<file path="src/rtl/pool_sequencer.sv">
// 2x2 / stride-2 max-pool sequencer: reads four pixels per pooled output, writes the max back in place.
// Optional build macro POOL_RELU_EN fuses a ReLU clamp into the write-back.
module pool_sequencer #(
  parameter int H  = 28,
  parameter int W  = 28,
  parameter int DW = 8,
  parameter int AW = 10
) (
  input  logic          i_clk,
  input  logic          i_rst,
  input  logic          i_start,
  output logic          o_rd_en,
  output logic [AW-1:0] o_rd_addr,
  input  logic [DW-1:0] i_rd_data,
  output logic          o_wr_en,
  output logic [AW-1:0] o_wr_addr,
  output logic [DW-1:0] o_wr_data,
  output logic          o_busy,
  output logic          o_done
);

  // state  | meaning
  // IDLE   | waiting for start
  // R0..R3 | read the four input pixels of the current 2x2 window
  // LAST   | fold the R3 read data into the running max
  // WR     | write the pooled value, advance pr/pc
  // DONE   | one-cycle done pulse, counters cleared
  localparam logic [2:0] S_IDLE = 3'd0;
  localparam logic [2:0] S_R0   = 3'd1;
  localparam logic [2:0] S_R1   = 3'd2;
  localparam logic [2:0] S_R2   = 3'd3;
  localparam logic [2:0] S_R3   = 3'd4;
  localparam logic [2:0] S_LAST = 3'd5;
  localparam logic [2:0] S_WR   = 3'd6;
  localparam logic [2:0] S_DONE = 3'd7;

  localparam logic [AW-1:0] LP_PC_LAST = AW'(W / 2 - 1);
  localparam logic [AW-1:0] LP_PR_LAST = AW'(H / 2 - 1);
  localparam logic [AW-1:0] LP_ROW2    = AW'(2 * W);
  localparam logic [AW-1:0] LP_ROW     = AW'(W);
  localparam logic [AW-1:0] LP_OUT_ROW = AW'(W / 2);
  localparam logic [AW-1:0] LP_ONE     = AW'(1);

  logic [2:0]           r_state;
  logic [AW-1:0]        r_pr;
  logic [AW-1:0]        r_pc;
  logic signed [DW-1:0] r_max;
  logic                 r_rd_en;
  logic [AW-1:0]        r_rd_addr;
  logic                 r_wr_en;
  logic [AW-1:0]        r_wr_addr;
  logic [DW-1:0]        r_wr_data;
  logic                 r_busy;
  logic                 r_done;

  logic [2:0]           w_state_n;
  logic [AW-1:0]        w_pr_n;
  logic [AW-1:0]        w_pc_n;
  logic [AW-1:0]        w_base_n;
  logic [AW-1:0]        w_rd_addr_n;
  logic                 w_rd_en_n;
  logic                 w_last_pc;
  logic                 w_last_px;
  logic signed [DW-1:0] w_rd_s;
  logic signed [DW-1:0] w_max_upd;
  logic [DW-1:0]        w_wr_data_n;

  assign w_last_pc = (r_pc == LP_PC_LAST);
  assign w_last_px = w_last_pc && (r_pr == LP_PR_LAST);
  assign w_rd_s    = signed'(i_rd_data);
  assign w_max_upd = (w_rd_s > r_max) ? w_rd_s : r_max;

  always_comb begin
    w_state_n = r_state;
    w_pr_n    = r_pr;
    w_pc_n    = r_pc;
    case (r_state)
      S_IDLE: if (i_start) w_state_n = S_R0;
      S_R0:   w_state_n = S_R1;
      S_R1:   w_state_n = S_R2;
      S_R2:   w_state_n = S_R3;
      S_R3:   w_state_n = S_LAST;
      S_LAST: w_state_n = S_WR;
      S_WR: begin
        if (w_last_px) begin
          w_state_n = S_DONE;
          w_pr_n    = '0;
          w_pc_n    = '0;
        end else begin
          w_state_n = S_R0;
          if (w_last_pc) begin
            w_pc_n = '0;
            w_pr_n = r_pr + LP_ONE;
          end else begin
            w_pc_n = r_pc + LP_ONE;
          end
        end
      end
      S_DONE: begin
        w_state_n = S_IDLE;
        w_pr_n    = '0;
        w_pc_n    = '0;
      end
      default: w_state_n = S_IDLE;
    endcase
  end

  // Read address is registered, so it is derived from the counters of the state being entered.
  always_comb begin
    w_base_n    = LP_ROW2 * w_pr_n + {w_pc_n[AW-2:0], 1'b0};
    w_rd_en_n   = 1'b1;
    w_rd_addr_n = '0;
    case (w_state_n)
      S_R0:    w_rd_addr_n = w_base_n;
      S_R1:    w_rd_addr_n = w_base_n + LP_ONE;
      S_R2:    w_rd_addr_n = w_base_n + LP_ROW;
      S_R3:    w_rd_addr_n = w_base_n + LP_ROW + LP_ONE;
      default: w_rd_en_n   = 1'b0;
    endcase
  end

`ifdef POOL_RELU_EN
  assign w_wr_data_n = w_max_upd[DW-1] ? '0 : w_max_upd;
`else
  assign w_wr_data_n = w_max_upd;
`endif

  always_ff @(posedge i_clk) begin
    if (i_rst) begin
      r_state   <= S_IDLE;
      r_pr      <= '0;
      r_pc      <= '0;
      r_max     <= '0;
      r_rd_en   <= 1'b0;
      r_rd_addr <= '0;
      r_wr_en   <= 1'b0;
      r_wr_addr <= '0;
      r_wr_data <= '0;
      r_busy    <= 1'b0;
      r_done    <= 1'b0;
    end else begin
      r_state   <= w_state_n;
      r_pr      <= w_pr_n;
      r_pc      <= w_pc_n;
      r_rd_en   <= w_rd_en_n;
      r_rd_addr <= w_rd_addr_n;
      r_busy    <= (w_state_n != S_IDLE);
      r_done    <= (w_state_n == S_DONE);
      r_wr_en   <= (r_state == S_LAST);
      r_wr_addr <= (r_state == S_LAST) ? (LP_OUT_ROW * r_pr + r_pc) : '0;
      r_wr_data <= (r_state == S_LAST) ? w_wr_data_n : '0;
      // rd_data lags rd_en by one cycle: R1 sees the R0 pixel, LAST sees the R3 pixel.
      case (r_state)
        S_R1:                 r_max <= w_rd_s;
        S_R2, S_R3, S_LAST:   r_max <= w_max_upd;
        S_DONE:               r_max <= '0;
        default:              r_max <= r_max;
      endcase
    end
  end

  assign o_rd_en   = r_rd_en;
  assign o_rd_addr = r_rd_addr;
  assign o_wr_en   = r_wr_en;
  assign o_wr_addr = r_wr_addr;
  assign o_wr_data = r_wr_data;
  assign o_busy    = r_busy;
  assign o_done    = r_done;

endmodule

</file>
<file path="config.mk">
export PLATFORM = sky130hd
export DESIGN_NAME = pool_sequencer
export DESIGN_NICKNAME = d
export VERILOG_FILES = /design/src/rtl/pool_sequencer.sv
export SDC_FILE = /design/constraint.sdc
export NUM_CORES = 1
export LEC_CHECK = 0
export CORE_MARGIN = 5
export CORE_UTILIZATION = 55
export DETAILED_ROUTE_END_ITERATION = 7
export PLACE_DENSITY = 0.81
export SETUP_SLACK_MARGIN = 0.4
export SYNTH_ARGS = -nofsm -noshare
export SYNTH_HDL_FRONTEND = slang
export SYNTH_SLANG_ARGS = --single-unit
</file>
<file path="constraint.sdc">
create_clock -name i_clk -period 9.7 [get_ports i_clk]
set_input_delay 2.91 -clock i_clk [delete_from_list [all_inputs] [get_ports i_clk]]
set_output_delay 2.91 -clock i_clk [all_outputs]
set_load 0.02 [all_outputs]
</file>
# Yosys cells after proc, flatten, opt, wreduce, memory -nomap -nowiden
# Cells that the tools add are included.
# classes
addsub,7
multipliers,2
magnitude_cmp,1
eq_ne,14
muxes,13
bitwise,1
reduce_logical,8
# ops
cell,count
"10-bit by 1-bit adder with 10-bit output, second input constant",4
10-bit two-way mux,4
10-bit one-hot mux with 2 select lines,2
10-bit one-hot mux with 4 select lines,1
3-bit one-hot mux with 8 select lines,1
8-bit one-hot mux with 3 select lines,1
10-bit adder,2
"10-bit by 4-bit == test with 1-bit output, second input constant",2
"3-bit == test, second input constant",6
"3-bit by 2-bit == test with 1-bit output, second input constant",4
"10-bit by 5-bit adder with 10-bit output, second input constant",1
"3-bit by 10-bit multiplier with 7-bit output, first input constant",1
"3-bit by 10-bit multiplier with 9-bit output, first input constant",1
8-bit > comparator,1
8-bit two-way mux,1
"3-bit by 1-bit == test with 1-bit output, second input constant",2
3-bit two-way mux,2
3-bit nonzero test,2
4-bit OR reduction,1
3-bit logical NOT,1
3-bit OR reduction,1
2-bit nonzero test,1
2-bit OR reduction,1
1-bit logical AND,1
other kinds (2),2
# word_totals
regBits,63
inputBits,11
output_inout_bits,32
word_cells,58

# Longest topological paths before layout
# Gate-level depths: netlist of the first run.
# logic_depth
ltp_word,9
mapped_depth,20
depth_no_buf,20

# Worst setup path before layout of the first run
# OpenSTA, ideal clock, no wires.
# synth_path
kind,input -> register
start,input i_rd_data[5]
end,register r_max[0]
setup_ns,0.170
arrival_time_ns,4.890
required_ns,9.530
path_slack_ns,4.640
stages,8
n_path_buf,0
path_cell_list,ha_1 > a21o_1 > a211o_1 > nor2_1 > a211oi_1 > nor2_2 > a221oi_1 > a221oi_1
# synth_between
elab_chain_cells,3
# synth_rtl
item,line_no,rtl
"start, declared",14,"input logic [DW-1:0] i_rd_data,"
8-bit > comparator,71,assign w_max_upd = (w_rd_s > r_max) ? w_rd_s : r_max;
8-bit two-way mux,71,
8-bit one-hot mux with 3 select lines,153,case (r_state)
"end signal, assigned",154,S_R1: r_max <= w_rd_s;
"end signal, assigned",155,"S_R2, S_R3, S_LAST: r_max <= w_max_upd;"
"end signal, assigned",157,default: r_max <= r_max;
"end, declared",47,logic signed [DW-1:0] r_max;
# No other way between the ends.
# A chain may end at the register's enable or synchronous reset.

# Worst setup path after layout of the first run
# layout_path
start,input i_rd_data[1]
end,register r_max[2]
# The elaborated chain is that of the path after synthesis.

==> key figures, run 1 <==
Critical path
  – Startpoint Class: input pin
  – Critical Path End Type: flop
  – Crit path required time: roughly 9.9 ns
  – Launch point of the worst reg-to-reg path: r_pc[0]$_SDFF_PP0_
  – R2r setup slk: roughly 4.5 ns
  – WP data arrival: 5.92 ns
  – Crit path kind: input pin to flop
  – FF-to-FF End: o_rd_addr[9]$_SDFF_PP0_
  – Max Fanout on Critical Path: 9
  – R2R cell count: 18

Clock tree
  – CTS resizes: 0
  – CTS tree: built
  – TritonCTS Sinks: between 60 and 70
  – CTS Buf Count: 9
  – Worst skew pair latency: roughly 0.34 ns
  – Clk pin slew, worst setup/hold paths: roughly 0.070 ns
  – H-tree depth: 3
  – Number of setup buffers added after CTS: 0
  – CTS Hold Bufs: 0
  – Root Driver: clkbuf_8
  – Max Buffers Root-to-Sink: 2

Finish
  – FILL cells: about 640
  – Layout cells sized above 1: 0.0516
  – Antenna Cells: 0
  – Area Overhead vs Synth: 17.0%
  – Nets: 588

Place
  – Placer Congestion: 0.891
  – IO buf count: 42
  – Dpl hpwl: 7150 µm

STA
  – Fin crit period: approximately 5.8 ns
  – Fmax: roughly 170 MHz
  – Final Max Slew Viols: 0
  – Fin crit share: 0.594
  – Sum Neg Setup Slack: 0 ns
  – # setup viols final: 0
  – Final Skew: 0.00787 ns
  – RSZ-0062 raised after global routing: false
  – Min Hold Slack: ~0.50 ns
  – Worst-Margin Slew: 1.10 ns
  – Final hold vios: 0
  – Max_slew headroom: 0.269

Yosys
  – Post-synth EDFFs: 0
  – Post-synthesis average cell area: slightly below 9 µm²
  – Seq/Total Area, Yosys: 0.304
  – Synth Instances: ~480
  – Top cell type's share of synthesized area: 0.304
  – Synth top area cells: dfxtp_1 (30%), ha_1 (14%), fa_1 (5.8%)
  – Synth Net Count: 546
  – Most instantiated cells after synthesis: dfxtp_1 (63), ha_1 (47), nand2_1 (45)
  – Top FF cell, synth: dfxtp_1
  – Mapped Area: between 4000 and 5000 µm²
  – Top-count cell post-synth: dfxtp_1
  – Async SR Flop Fraction: 0
  – Flops & latches, synth: between 60 and 70
  – Post-synth cell types: 54
  – Largest area contributor in the netlist: dfxtp_1
  – Yosys warning count: 0

Routing
  – DRC: 0
  – Drt initial violations: 280
  – Routed vias: 3600
  – DRT Wirelength: approximately 9600 µm
  – DRT Pass-1 Iters: 5
  – DRT antenna net count: 0
  – Via/cell ratio: just under 6
  – Post-DR wirelength/cell: 15.4 µm

GRT
  – Total congestion overflow: 0
  – Pin count of the biggest net entering global routing: 39
  – Vias in the first global route: about 3400
  – GR Util All Layers: 0.207
  – First-pass GRT wire length: around 16000 µm
  – Initial antenna violation count: 0

Floorplan
  – Core area: around 7300 µm²
  – Die height: 96.8 µm
  – DIE AREA: 9380 µm²
  – # IOs: 43
  – Die Width: between 90 and 100 µm
  – Site Rows: 31
  – Initial Utilization: 0.569

Worst hold path
  – Hold Crit Class: flop to flop
  – Min-Delay Startpoint: r_max[7]$_SDFFE_PP0P_
  – Worst Hold Depth: 2
  – Hold worst-path end: r_max[7]$_SDFFE_PP0P_

Pwr
  – Pwr Density: 117 nW/µm²
  – Lkg Pwr: between 2 and 2.5 nW
  – Total power: between 0.0005 and 0.0006 W
  – Maximum vdd drop: around 80 µV

Run status
  – Run status: complete, no violations

Job
  – Max-cap violations: 0
-- state kept, by name, summed over array words and instances (netlist names), 3 cells and up, named ones only --
| name | flops |
|---|---|
| o_rd_addr | 10 |
| o_wr_addr | 10 |
| r_pc | 10 |
| o_wr_data | 8 |
| r_max | 8 |
| r_pr | 7 |
| r_state | 3 |
-- layer usage --
metal	share of wire	wire length, µm	vias to the layer above	global-route usage
li1	-	-	1770	-
met1	0.43	4100	1678	0.262
met2	0.48	4590	132	0.329
met3	0.071	682	20	0.0669
met4	0.024	228	0	0.0756
met5	0	0	-	0
-- through the flow --
step	util	std cells	area, µm²	setup WS [ns]
floorplan	-	476	4150	4.64
global placement	0.638	606	4660	3.76
detailed placement	0.638	606	4660	3.64
CTS	0.665	622	4850	4.00
global route	0.665	622	4850	3.76
finish	0.665	622	4850	3.94
-- where the power goes --
part           internal [W]  total [W]  switching, W  leakage (nW)
logic             0.0000282  0.0000668     0.0000386          1.52
clock network      0.000119   0.000228      0.000109        0.0956
registers          0.000266   0.000272    0.00000608         0.510
-- cells in the final DEF, fill, tap and decap left out, types with 6 or more instances in the layout --
cell type        netlist  final
inv_1                 30     30
fa_1                  12     12
nand4_1                6      6
nand2_1               45     45
dfxtp_1               63     63
ha_1                  47     47
a21o_1                12     12
xor2_1                10     10
nor2_1                40     40
a21oi_1               33     33
mux2i_1                9      9
o21ai_0               27     27
xnor2_1               18     18
nand3_1               10     10
clkdlybuf4s50_1        0     42
nor2b_1               10     10
clkbuf_8               0      9
a221oi_1               9      9
o21bai_1               8      8
-- area by class of cell --
class                           instances  area, µm²  area share
Tap cell                               99        124      0.0255
Timing Repair Buffer                   44        435      0.0897
Clock inverter                          7       72.6      0.0150
Multi-Input combinational cell        369       2720       0.560
Clock buffer                            9        124      0.0255
Sequential cell                        63       1260       0.260
Inverter                               31        116      0.0240
-- worst max-delay path by stage --
stage                 startpoint                     to  slack (ns)
finish              i_rd_data[1]  r_max[2]$_SDFFE_PP0P_        3.94
global route        i_rd_data[5]  r_max[3]$_SDFFE_PP0P_        3.76
CTS                 i_rd_data[1]  r_max[0]$_SDFFE_PP0P_        4.00
detailed placement  i_rd_data[1]  r_max[0]$_SDFFE_PP0P_        3.64
global placement    i_rd_data[5]  r_max[4]$_SDFFE_PP0P_        3.76
floorplan           i_rd_data[5]  r_max[0]$_SDFFE_PP0P_        4.64
-- critical path: stages --
cell and delay [ns]:
clkdlybuf4s50_1 0.46, ha_1 0.32, nor2b_1 0.13, o21a_1 0.11
o21ai_0 0.06, a211oi_1 0.50, nor2_2 0.26, a221oi_1 0.99
a221oi_1 0.18
-- kinds of logic (layout without fill, tap and decap cells) --
kind of cell,after synthesis,count (layout),share of synthesized area
flops,63,63,0.304
simple gates,149,149,0.179
buf+inv,44,91,0.0401
mux,9,9,0.0217
xor+xnor,29,29,0.0646
fa+ha+maj,59,59,0.200
compound gates,123,123,0.190
Note: power is estimated with default switching activity, not from simulation.
==> inputs of run 2 (changes only) <==
clock period = 5.9 ns   (was 9.7 ns; I/O delays follow)
==> key figures, run 2 (synthesized netlist as in run 1, its figures left out) <==
Clock tree
  – TritonCTS Sinks: 63 (unchanged)
  – Clk pin slew, worst setup/hold paths: 0.08 ns (about the same)
  – Worst skew pair latency: 0.34 ns (about the same)
  – CTS Buf Count: 9 (unchanged)
  – CTS Hold Bufs: 0 (unchanged)
  – CTS tree: built
  – CTS resizes: 0 (unchanged)
  – Max Buffers Root-to-Sink: 2 (unchanged)
  – Number of setup buffers added after CTS: 0 (unchanged)
  – H-tree depth: 3 (unchanged)
  – Root Driver: clkbuf_8

Place
  – Dpl hpwl: 7220 µm (+0.99%)
  – IO buf count: 42 (unchanged)
  – Placer Congestion: 0.936 (+5.1%)

Routing
  – Routed vias: 3653 (+1.5%)
  – DRC: 0 (unchanged)
  – DRT antenna net count: 0 (unchanged)
  – Drt initial violations: 254 (-9.3%)
  – Via/cell ratio: 5.85 (+1.1%)
  – DRT Wirelength: 9690 µm (+0.88%)
  – DRT Pass-1 Iters: 4 (-1)
  – Post-DR wirelength/cell: 15.5 µm (+0.56%)

Pwr
  – Maximum vdd drop: 118 µV (+47%)
  – Pwr Density: 206 nW/µm² (+77%)
  – Lkg Pwr: 2.16 nW (+2.0%)
  – Total power: 0.00101 W (+79%)

STA
  – Fin crit period: 5.10 ns
  – Final Max Slew Viols: 0 (unchanged)
  – Sum Neg Setup Slack: 0 ns (unchanged)
  – Worst-Margin Slew: 1.00 ns (-0.0932 ns)
  – RSZ-0062 raised after global routing: false
  – Max_slew headroom: 0.323 (+0.0537)
  – # setup viols final: 0 (unchanged)
  – Fin crit share: 0.865
  – Fmax: roughly 200 MHz
  – Final Skew: 0.0141 ns (+0.00626 ns)
  – Final hold vios: 0 (unchanged)

Finish
  – Commonest non-fill, non-tap cell in the layout: dfxtp_1
  – Antenna Cells: 0 (unchanged)
  – FILL cells: 599 (-6.1%)
  – Layout cells sized above 1: 0.0552 (+0.00361)
  – Area Overhead vs Synth: 18.5%
  – Nets: 590 (+0.34%)
  – Commonest cells after routing, fill and taps aside: dfxtp_1 (63), ha_1 (47), nand2_1 (45)

Floorplan
  – Die Width: 96.8 µm (unchanged)
  – Die height: 96.8 µm (unchanged)
  – DIE AREA: 9380 µm² (unchanged)
  – Initial Utilization: 0.569 (unchanged)
  – Site Rows: 31 (unchanged)
  – Core area: 7290 µm² (unchanged)
  – # IOs: 43 (unchanged)

Worst hold path
  – Hold Crit Class: flop to flop

Critical path
  – Startpoint Class: flop
  – Delay-heaviest family, CP: simple AND/OR/NAND/NOR gates
  – Slowest stage delay, CP: 0.45 ns (-0.54 ns)
  – Critical Path End Type: flop
  – Critical path buffer and inverter count: 1 (unchanged)
  – Crit path required time: 6.13 ns (-3.73 ns)
  – Crit path kind: flop to flop
  – Max Fanout on Critical Path: 7 (-2)
  – Worst path cell trace: ha_1, or3b_1, or3_4, or3_4, or3b_1, a21oi_1, a21oi_1, inv_1, ha_1, ha_1, fa_1, ha_1, a21oi_1, o21bai_1, a21oi_1, xor2_1, xnor3_1, mux2i_1
  – Slowest CP cell: dfxtp_1
  – WP data arrival: 5.34 ns (-0.58 ns)

GRT
  – Initial antenna violation count: 0 (unchanged)
  – GRT met2 Usage: 0.350 (+0.0212)
  – GR peak layer: met2
  – First-pass GRT wire length: 16700 µm (+2.9%)
  – Pin count of the biggest net entering global routing: 39 (unchanged)
  – GR Util All Layers: 0.210 (+0.00338)
  – Global-route met1 utilization: 0.263 (+0.00126)
  – Vias in the first global route: 3594 (+4.4%)
  – Total congestion overflow: 0 (unchanged)
  – Met3 GRT Util: 0.0532 (-0.0137)

Job
  – Max-cap violations: 0 (unchanged)

Run status
  – Run status: complete, no violations
## run 2: cell count changes in the layout (fill, tap and decap cells not counted), sizes merged
cell      previous run  this run
inv                 31        30
clkbuf               9        10
bufinv               1         3
buf                  2         4
clkinvlp             2         0
## run 2: final timing paths
path	from	end	slack, ns	cells after the start
worst max-delay path	r_pc[0]$_SDFF_PP0_	o_rd_addr[9]$_SDFF_PP0_	0.80	18
worst min-delay path	r_max[3]$_SDFFE_PP0P_	o_wr_data[3]$_SDFF_PP0_	0.50	2
worst max register to register	r_pc[0]$_SDFF_PP0_	o_rd_addr[9]$_SDFF_PP0_	0.80	18
worst min register to register	r_max[3]$_SDFFE_PP0P_	o_wr_data[3]$_SDFF_PP0_	0.50	2
## run 2: per-layer routing
layer	share of wire	wire length, µm
met4	0.024	235
met1	0.44	4310
met2	0.47	4600
met5	0	0
met3	0.056	547
## run 2: final cells by class
type,instances,area (µm²),share of cell area
Inverter,31,116,0.0237
Clock inverter,6,109,0.0221
Clock buffer,10,128,0.0260
Timing Repair Buffer,46,450,0.0916
Sequential cell,63,1260,0.257
Multi-Input combinational cell,369,2730,0.555
Tap cell,99,124,0.0252
## run 2: stage by stage
stage               hold WS (ns)  worst slack (ns)   util  instance area (µm²)  instances
CTS                        0.507             0.813  0.673                 4910        624
detailed placement         0.488             0.819  0.641                 4670        608
global placement           0.470              1.04  0.641                 4670        608
floorplan                  0.449              1.22      -                 4150        476
global route               0.534             0.476  0.674                 4910        624
finish                     0.503             0.795  0.674                 4910        624
## run 2: where the power goes
| group | internal [W] | switching (W) | total [W] | leakage [nW] |
|---|---|---|---|---|
| logic | 0.0000482 | 0.0000677 | 0.000116 | 1.53 |
| clock network | 0.000280 | 0.000173 | 0.000453 | 0.120 |
| registers | 0.000437 | 0.00000706 | 0.000444 | 0.510 |
## run 2: tightest hold or removal path: cells and delay by family, from the launching register on
family	cells	cell delay (ns)
DFF	1	0.33
and+or+nand+nor	1	0.07
muxes	1	0.07
